### config.mk
export PLATFORM = sky130hd
export DESIGN_NAME = hud_digit_loader
export DESIGN_NICKNAME = d
export VERILOG_FILES = /design/src/rtl/hud_pkg.sv /design/src/rtl/bin_to_bcd_seq.sv /design/src/rtl/hud_digit_loader.sv
export SDC_FILE = /design/constraint.sdc
export NUM_CORES = 1
export LEC_CHECK = 0
export CORE_ASPECT_RATIO = 1.2
export CORE_UTILIZATION = 40
export DETAILED_ROUTE_END_ITERATION = 6
export SLEW_MARGIN = 30
export SYNTH_ARGS = -nofsm -noshare
export SYNTH_HDL_FRONTEND = slang
export SYNTH_HIERARCHICAL = 1
export SYNTH_SLANG_ARGS = --single-unit
### constraint.sdc
create_clock -name clk -period 5.2 [get_ports clk]
set_input_delay 0.78 -clock clk [delete_from_list [all_inputs] [get_ports clk]]
set_output_delay 0.78 -clock clk [all_outputs]
set_load 0.01 [all_outputs]
### src/rtl/hud_pkg.sv
// Shared constants and state encoding for the HUD digit loader and its BCD converter.
package hud_pkg;

   localparam int NUM_DIGITS   = 13;
   localparam int VALUE_W      = 44;
   localparam int VBLANK_START = 768;

   localparam logic [3:0]  BLANK_CODE  = 4'hA;
   // Largest value that fits in NUM_DIGITS decimal digits
   localparam logic [63:0] MAX_DISPLAY = 64'd9_999_999_999_999;

   typedef enum logic [1:0] {
      IDLE        = 2'd0,
      CONVERT     = 2'd1,
      WAIT_VBLANK = 2'd2,
      WRITE       = 2'd3
   } hud_state_e;

endpackage

### src/rtl/bin_to_bcd_seq.sv
// Sequential double-dabble: one shift-and-correct step per clock, VALUE_W steps per conversion.
module bin_to_bcd_seq
   import hud_pkg::*;
#(
   parameter int VALUE_W    = hud_pkg::VALUE_W,
   parameter int NUM_DIGITS = hud_pkg::NUM_DIGITS
) (
   input  logic                      clk,
   input  logic                      rst_n,
   input  logic                      start,
   input  logic [VALUE_W-1:0]        bin_in,
   output logic                      last,
   output logic [NUM_DIGITS*4-1:0]   bcd
);

   localparam int BCD_W = NUM_DIGITS * 4;
   localparam int CNT_W = $clog2(VALUE_W + 1);

   logic [VALUE_W-1:0] shreg;
   logic [CNT_W-1:0]   cnt;
   logic [BCD_W-1:0]   bcd_adj;

   always_comb begin
      bcd_adj = bcd;
      for (int i = 0; i < NUM_DIGITS; i++) begin
         if (bcd[i*4 +: 4] >= 4'd5) begin
            bcd_adj[i*4 +: 4] = bcd[i*4 +: 4] + 4'd3;
         end
      end
   end

   // last is high during the cycle whose closing edge performs the final step,
   // so the caller can leave its convert state on exactly that edge.
   assign last = (cnt == CNT_W'(1));

   always_ff @(posedge clk or negedge rst_n) begin
      if (!rst_n) begin
         shreg <= '0;
         bcd   <= '0;
         cnt   <= '0;
      end else if (start) begin
         shreg <= bin_in;
         bcd   <= '0;
         cnt   <= CNT_W'(VALUE_W);
      end else if (cnt != '0) begin
         bcd   <= (bcd_adj << 1) | BCD_W'(shreg[VALUE_W-1]);
         shreg <= shreg << 1;
         cnt   <= cnt - CNT_W'(1);
      end
   end

endmodule

### src/rtl/hud_digit_loader.sv
// Converts a binary score to BCD, waits for vertical blanking, then strobes one digit per cycle
// into the HUD digit sprites so the readout never changes mid-frame.
//
// state       | meaning
// IDLE        | ready for a request; value accepted on value_valid
// CONVERT     | double-dabble running, VALUE_W cycles
// WAIT_VBLANK | BCD ready, holding until vcount reaches blanking
// WRITE       | one write_num strobe per cycle, digit 0 (MSD) first
module hud_digit_loader
   import hud_pkg::*;
#(
   parameter int         NUM_DIGITS    = hud_pkg::NUM_DIGITS,
   parameter int         VALUE_W       = hud_pkg::VALUE_W,
   parameter int         VBLANK_START  = hud_pkg::VBLANK_START,
   parameter int         BLANK_LEADING = 1,
   parameter logic [3:0] BLANK_CODE    = hud_pkg::BLANK_CODE
) (
   input  logic                   clk,
   input  logic                   rst_n,
   input  logic [9:0]             vcount,
   input  logic [VALUE_W-1:0]     value,
   input  logic                   value_valid,
   output logic                   ready,
   output logic [NUM_DIGITS-1:0]  write_num,
   output logic [3:0]             out_num,
   output logic                   busy,
   output logic                   done
);

   localparam int               DIG_W    = $clog2(NUM_DIGITS);
   localparam logic [DIG_W-1:0] LAST_IDX = DIG_W'(NUM_DIGITS - 1);

   hud_state_e                state;
   logic [DIG_W-1:0]          k;
   logic                      seen_nz;
   logic                      conv_start;
   logic                      conv_last;
   logic [VALUE_W-1:0]        value_sat;
   logic [NUM_DIGITS*4-1:0]   bcd;
   logic                      in_vblank;
   logic [DIG_W-1:0]          nxt_idx;
   logic [3:0]                nxt_dig;
   logic                      nxt_nz;
   logic [3:0]                nxt_code;

   function automatic logic [3:0] bcd_digit(input logic [NUM_DIGITS*4-1:0] b,
                                            input logic [DIG_W-1:0]        idx);
      logic [3:0] d;
      d = '0;
      for (int i = 0; i < NUM_DIGITS; i++) begin
         if (DIG_W'(i) == idx) begin
            d = b[(NUM_DIGITS-1-i)*4 +: 4];
         end
      end
      return d;
   endfunction

   // ready is only high in IDLE, so this is the accept condition; the converter
   // loads on the same edge the FSM leaves IDLE.
   assign conv_start = ready && value_valid;
   assign value_sat  = (64'(value) > MAX_DISPLAY) ? VALUE_W'(MAX_DISPLAY) : value;
   assign in_vblank  = (vcount >= 10'(VBLANK_START));

   bin_to_bcd_seq #(
      .VALUE_W    (VALUE_W),
      .NUM_DIGITS (NUM_DIGITS)
   ) u_bcd (
      .clk    (clk),
      .rst_n  (rst_n),
      .start  (conv_start),
      .bin_in (value_sat),
      .last   (conv_last),
      .bcd    (bcd)
   );

   // Code for the digit driven on the next edge; leading zeros blank until the
   // first nonzero digit, and the last position always shows a numeral.
   always_comb begin
      nxt_idx  = (state == WRITE) ? k + DIG_W'(1) : '0;
      nxt_dig  = bcd_digit(bcd, nxt_idx);
      nxt_nz   = ((state == WRITE) && seen_nz) || (nxt_dig != 4'd0);
      nxt_code = nxt_dig;
      if ((BLANK_LEADING != 0) && !nxt_nz && (nxt_idx != LAST_IDX)) begin
         nxt_code = BLANK_CODE;
      end
   end

   always_ff @(posedge clk or negedge rst_n) begin
      if (!rst_n) begin
         state     <= IDLE;
         ready     <= 1'b1;
         busy      <= 1'b0;
         done      <= 1'b0;
         write_num <= '0;
         out_num   <= '0;
         k         <= '0;
         seen_nz   <= 1'b0;
      end else begin
         done <= 1'b0;
         case (state)
            IDLE: begin
               if (value_valid) begin
                  state <= CONVERT;
                  ready <= 1'b0;
                  busy  <= 1'b1;
               end
            end
            CONVERT: begin
               if (conv_last) begin
                  state <= WAIT_VBLANK;
               end
            end
            WAIT_VBLANK: begin
               if (in_vblank) begin
                  state     <= WRITE;
                  k         <= '0;
                  write_num <= NUM_DIGITS'(1);
                  out_num   <= nxt_code;
                  seen_nz   <= nxt_nz;
               end
            end
            WRITE: begin
               if (k == LAST_IDX) begin
                  state     <= IDLE;
                  k         <= '0;
                  write_num <= '0;
                  out_num   <= '0;
                  seen_nz   <= 1'b0;
                  done      <= 1'b1;
                  ready     <= 1'b1;
                  busy      <= 1'b0;
               end else begin
                  k         <= k + DIG_W'(1);
                  write_num <= write_num << 1;
                  out_num   <= nxt_code;
                  seen_nz   <= nxt_nz;
               end
            end
            default: begin
               state     <= IDLE;
               ready     <= 1'b1;
               busy      <= 1'b0;
               write_num <= '0;
               out_num   <= '0;
            end
         endcase
      end
   end

endmodule
==> results.py, run 1 <==
metrics = {
    "drt": {
        "drt-pass1-iter-count": 7,
        "final_antenna_net_count": 0,
        "vias_per_cell": 6.10,
        "wl_per_cell_um": 18.2,
        "routed_wl_um": 24200,
        "drtIter0Drc": 628,
        "vias": 8108,
        "remaining_drc_errors": 13,
    },
    "sta": {
        "slew_headroom_pct": 39.8,
        "rsz0062_at_grt": "false",
        "finalClockSkew_ns": 0.0103,
        "setup_viol": 0,
        "period_share_pct": 72.8,
        "final_max_slew_viol_count": 0,
        "fmax_ghz": 0.264,
        "fin_setup_tns_ns": 0,
        "finalHoldViolCount": 0,
        "tightest_slew_ns": 0.900,
        "fin_crit_ns": 3.79,
        "hold_ws_ns": 0.423,
    },
    "pwr": {
        "p_leak_nw": 4.47,
        "power.total_mw": 5.96,
        "power_density_nw_per_um2": 578,
        "max-vdd-ir-drop_mv": 0.295,
    },
    "logic_synthesis": {
        "ys_ff_latch": 129,
        "ys_warn_count": 6,
        "synth_area_per_cell_um2": 8.72,
        "synthTopCellsByArea": "dfrtp_1, nand2_1, ha_1, a221o_1, nor2b_1",
        "synth_cell_types": 78,
        "syn_inst": 1027,
        "synth_compound_area_share_pct": 25.5,
        "synthXorXnorAreaFrac_pct": 0.196,
        "seq_area_frac_synth_pct": 36.1,
        "yosysTopAreaCellShare_pct": 35.8,
        "synth_fa_ha_area_share_pct": 4.75,
        "muxShareOfSynthArea_pct": 0.713,
        "synth_edf_count": 0,
        "synthSimpleGateAreaFrac_pct": 26.1,
        "synth_ff_type": "dfrtp_1",
        "synth_top_family_by_area": "simple AND/OR/NAND/NOR gates",
        "ys_async_sr_fraction_pct": 100,
        "synth.cell_area_um2": 8950,
        "synthesis.nets": 1118,
        "synth_area_leader_cell": "dfrtp_1",
    },
    "worst_setup_path": {
        "crit_path_end_kind": "flop",
        "cp-start-kind": "flop",
        "crit_path_max_fanout": 35,
        "critical_path_class": "flop to flop",
        "critPathRequiredTime_ns": 5.50,
        "cp.arrival_ns": 4.09,
    },
    "clocking": {
        "cts-hold-fix-buffers": 0,
        "cts_tree": "done",
        "htree_levels": 4,
        "cts_resized": 0,
        "cts_setup_buffers": 0,
        "cts.sinks": 129,
        "clk_path_buf_depth": 2,
        "clk_latency_ns": 0.43,
        "clkTransAtPathRegs_ns": 0.06,
        "cts_made_buffers": 17,
        "clockRootBuffer": "clkbuf_16",
    },
    "die": {
        "die_area_um2": 23000,
        "start_util_pct": 41.0,
        "dieHeight_um": 166,
        "core_region_area_um2": 21900,
        "die-width_um": 139,
        "io_pins": 77,
        "fp-row-count": 59,
    },
    "global_route": {
        "grt_max_degree": 130,
        "first_global_vias": 7892,
        "grt_pass1_wl_um": 40600,
        "gr-total-overflow": 0,
        "grtUsageTotal_pct": 21.8,
        "grt_antenna_before_repair": 0,
    },
    "layout": {
        "final_cell_mix": "dfrtp_1, nand2_1, clkdlybuf4s50_1, nor2b_1, o21ai_0",
        "final_common_cell": "dfrtp_1",
        "fillers": 2114,
        "nNetsFinal": 1134,
        "syn_to_final_growth_pct": 15.1,
        "final_util_pct": 47.2,
        "diodes": 0,
        "multi_input_area_um2": 5140,
        "seq_area_um2": 3230,
        "layout-drive-gt1-share_pct": 6.91,
    },
    "place": {
        "globalplace.congestion": 0.889,
        "port_buffers": 68,
        "hpwl_um": 14700,
    },
    "flow_run": {
        "drv_cap": 0,
    },
    "status": {
        "violations": "design-rule violations",
        "status": "finished with violations",
    },
    "min_path": {
        "hold_path.class": "primary input to async pin",
    },
}
power by group:
group / switching, mW / internal (mW) / leakage (nW) / total [mW]
combinational: 1.60 / 1.21 / 2.50 / 2.82
clock: 0.479 / 0.830 / 0.311 / 1.31
sequential: 0.514 / 1.32 / 1.67 / 1.84
cell families after synthesis:
group	count (synthesis)
and+or+nand+nor	432
AOI/OAI and AO/OA	296
DFF	129
buffers and inverters	128
adders and majority gates	34
muxes	6
xor gates and xnor gates	2
critical path, stage by stage, from the launching register on:
cell      delay, ns
dfrtp_1        0.32
buf_4          0.37
clkinv_1       0.38
ha_1           0.60
or2b_2         0.37
nor2_1         0.37
a32oi_1        0.22
a211oi_2       0.34
o22ai_2        0.15
and2_1         0.19
a311oi_1       0.26
nor2_1         0.08
area by class of cell:
class | count | area share, %
multi-input combinational | 770 | 49.9
sequential | 129 | 31.3
timing repair buffer | 79 | 7.56
clock buffer | 20 | 4.43
tap | 274 | 3.33
clock inverter | 12 | 1.76
inverter | 46 | 1.68
through the flow:
step / instance area (um^2) / cells / worst slack [ns]
after detailed placement: 9670 / 1298 / 1.46
final: 10300 / 1330 / 1.41
after global placement: 9660 / 1298 / 1.44
after CTS: 10300 / 1330 / 1.47
after global routing: 10300 / 1330 / 1.16
after floorplan: 8950 / 1027 / 2.25
worst paths after layout:
path	start	endpoint	slack (ns)	cells after the start
worst min register to register	out_num[2]$_DFFE_PN0P_	out_num[2]$_DFFE_PN0P_	0.49	2
worst min-delay path	rst_n	write_num[5]$_DFFE_PN0P_	0.42	1
worst max register to register	k[0]$_DFFE_PN0P_	out_num[3]$_DFFE_PN0P_	1.41	11
min in group clk	out_num[2]$_DFFE_PN0P_	out_num[2]$_DFFE_PN0P_	0.49	2
worst max-delay path	k[0]$_DFFE_PN0P_	out_num[3]$_DFFE_PN0P_	1.41	11
max in group asynchronous	rst_n	u_bcd/cnt[5]$_DFFE_PN0P_	3.82	2
layer usage:
metal	up-vias	wire [um]	part of all wire [%]	GRT usage, %
met5	-	0	0	0
met2	235	11500	48	35.8
met3	39	1070	4.4	3.66
met1	3985	11100	46	28.8
met4	0	467	1.9	7.91
li1	3849	-	-	-
state kept, by name (all words and copies together) (netlist names):
register     flops
busy             1
done             1
k                4
out_num          4
ready            1
seen_nz          1
state            2
u_bcd/bcd       52
u_bcd/cnt        6
u_bcd/shreg     44
write_num       13
cells in the mapped netlist (all sizes together) (4+ instances only):
library cell / count
a311oi: 15
and2: 24
a211oi: 29
nor2: 34
a22o: 15
o21ai: 58
nand4: 20
buf: 29
o211ai: 6
o41ai: 15
a31oi: 6
a21oi: 34
o32ai: 25
or2: 4
a32o: 4
inv: 44
or3: 15
nand2: 122
clkbuf: 53
nor3: 23
ha: 34
nand3: 14
o31ai: 8
and3: 43
nand2b: 49
nor2b: 60
nor4: 7
a221o: 42
o22ai: 5
dfrtp: 128
No activity file was read; power rests on OpenSTA's default activity.
==> inputs of run 2 (changes only) <==
==> constraint.sdc (replaced) <==
create_clock -name clk -period 3.9 [get_ports clk]
set_input_delay 0.585 -clock clk [delete_from_list [all_inputs] [get_ports clk]]
set_output_delay 0.585 -clock clk [all_outputs]
set_load 0.01 [all_outputs]
==> run 2 against run 1 <==
The run still ends with design-rule violations left. Clock power is 44% higher. Largest power group unchanged. Flip-flop and latch count unchanged. Clock skew is 0.015 ns higher. Utilization up 0.50 points. Cell area increased by 1.1%.
==> results.py, run 2 (synthesis results as in run 1) <==
metrics = {
    "status": {
        "status": "finished with violations",
        "violations": "design-rule violations",
    },
    "sta": {
        "worst_slack_ns": 0.531,
        "fmax_ghz": 0.297,
        "finalClockSkew_ns": 0.0250,
        "setup_viol": 0,
        "period_share_pct": 86.4,
        "fin_setup_tns_ns": 0,
        "slew_headroom_pct": 44.8,
        "fin_crit_ns": 3.37,
        "hold_ws_ns": 0.205,
        "finalHoldViolCount": 0,
        "final_max_slew_viol_count": 0,
        "rsz0062_at_grt": "false",
        "tightest_slew_ns": 0.828,
    },
    "worst_setup_path": {
        "cp-start-kind": "flop",
        "crit_path_max_fanout": 12,
        "critical_path_class": "flop to flop",
        "critPathRequiredTime_ns": 4.22,
        "cp.arrival_ns": 3.69,
        "crit_path_end_kind": "flop",
    },
    "clocking": {
        "cts.sinks": 129,
        "cts_setup_buffers": 0,
        "cts_made_buffers": 17,
        "clk_latency_ns": 0.44,
        "clockRootBuffer": "clkbuf_16",
        "cts_resized": 0,
        "htree_levels": 4,
        "clk_path_buf_depth": 2,
        "clkTransAtPathRegs_ns": 0.06,
        "cts_tree": "done",
        "cts-hold-fix-buffers": 0,
    },
    "layout": {
        "final_util_pct": 47.7,
        "fin_cells": 1338,
        "syn_to_final_growth_pct": 16.3,
        "nNetsFinal": 1142,
        "final_common_cell": "dfrtp_1",
        "top_register": "u_bcd/bcd",
        "final_cell_mix": "dfrtp_1, nand2_1, clkdlybuf4s50_1, nor2b_1, o21ai_0",
        "largest_register_ffs": 52,
        "fin_area_um2": 10400,
        "reg.largest.list": "u_bcd/bcd: 52 flops, u_bcd/shreg: 44 flops, write_num: 13 flops",
        "diodes": 0,
        "layout-drive-gt1-share_pct": 7.61,
    },
    "place": {
        "port_buffers": 68,
        "placed_area_um2": 9740,
        "hpwl_um": 15400,
        "globalplace.congestion": 0.841,
        "dpl.cell_count": 1306,
        "pre_cts_ws_ns": 0.390,
    },
    "drt": {
        "drtIter0Drc": 551,
        "wl_per_cell_um": 18.3,
        "final_antenna_net_count": 0,
        "remaining_drc_errors": 12,
        "vias_per_cell": 6.07,
        "drt-pass1-iter-count": 7,
        "vias": 8125,
        "routed_wl_um": 24500,
    },
    "die": {
        "die_area_um2": 23000,
        "die-width_um": 139,
        "core_region_area_um2": 21900,
        "fp-row-count": 59,
        "start_util_pct": 41.0,
        "io_pins": 77,
        "dieHeight_um": 166,
    },
    "flow_run": {
        "drv_cap": 0,
    },
    "pwr": {
        "power_density_nw_per_um2": 781,
        "p_leak_nw": 4.53,
        "power.total_mw": 8.14,
        "max-vdd-ir-drop_mv": 0.341,
    },
    "global_route": {
        "grt_antenna_before_repair": 0,
        "grt_pass1_wl_um": 40700,
        "grtUsageTotal_pct": 21.9,
        "first_global_vias": 7847,
        "gr-total-overflow": 0,
        "grt_max_degree": 84,
    },
    "min_path": {
        "hold_path.class": "primary input to async pin",
    },
}
## run 2: per-layer routing
metal	routed length (um)	global-route usage (%)
met1	11200	28.3
met2	11600	36.4
met3	1030	3.58
met4	635	8.89
met5	0	0
## run 2: worst paths after layout
path	from	end	slack, ns	cells after the start
hold reg to reg	out_num[2]$_DFFE_PN0P_	out_num[2]$_DFFE_PN0P_	0.49	2
setup reg to reg	k[1]$_DFFE_PN0P_	out_num[3]$_DFFE_PN0P_	0.53	10
hold / removal	rst_n	write_num[6]$_DFFE_PN0P_	0.21	1
min in group clk	out_num[2]$_DFFE_PN0P_	out_num[2]$_DFFE_PN0P_	0.49	2
setup / recovery	k[1]$_DFFE_PN0P_	out_num[3]$_DFFE_PN0P_	0.53	10
max in group asynchronous	rst_n	ready$_DFFE_PN1P_	2.81	2
## run 2: power breakdown
group	internal, mW	leakage, nW	switching (mW)
Clock	1.21	0.324	0.665
Combinational	1.65	2.54	2.16
Sequential	1.76	1.67	0.691
Total	4.62	4.53	3.51
## run 2: layout make-up
class / count / area [um^2]
tap: 274 / 343
inverter: 46 / 173
sequential: 129 / 3230
clock inverter: 14 / 250
fill: 2081 / 11400
clock buffer: 18 / 429
multi-input combinational: 770 / 5140
timing repair buffer: 87 / 850
## run 2: critical path, cell delays in order (launching register included)
cell,delay (ns)
dfrtp_1,0.57
inv_1,0.08
ha_1,0.53
or2b_2,0.37
nor2_1,0.39
a32oi_1,0.21
a211oi_2,0.39
o22ai_2,0.15
and2_1,0.19
a311oi_1,0.28
nor2_1,0.09
==> inputs of run 3 (changes only) <==
--- a/config.mk
+++ b/config.mk
@@ -8,6 +8,7 @@
 export CORE_ASPECT_RATIO = 1.2
 export CORE_UTILIZATION = 40
 export DETAILED_ROUTE_END_ITERATION = 6
+export HOLD_SLACK_MARGIN = 0.03
 export SLEW_MARGIN = 30
 export SYNTH_ARGS = -nofsm -noshare
 export SYNTH_HDL_FRONTEND = slang
==> results of run 3 <==
Same layout as run 2: the final DEF is identical, and so are final timing and power.
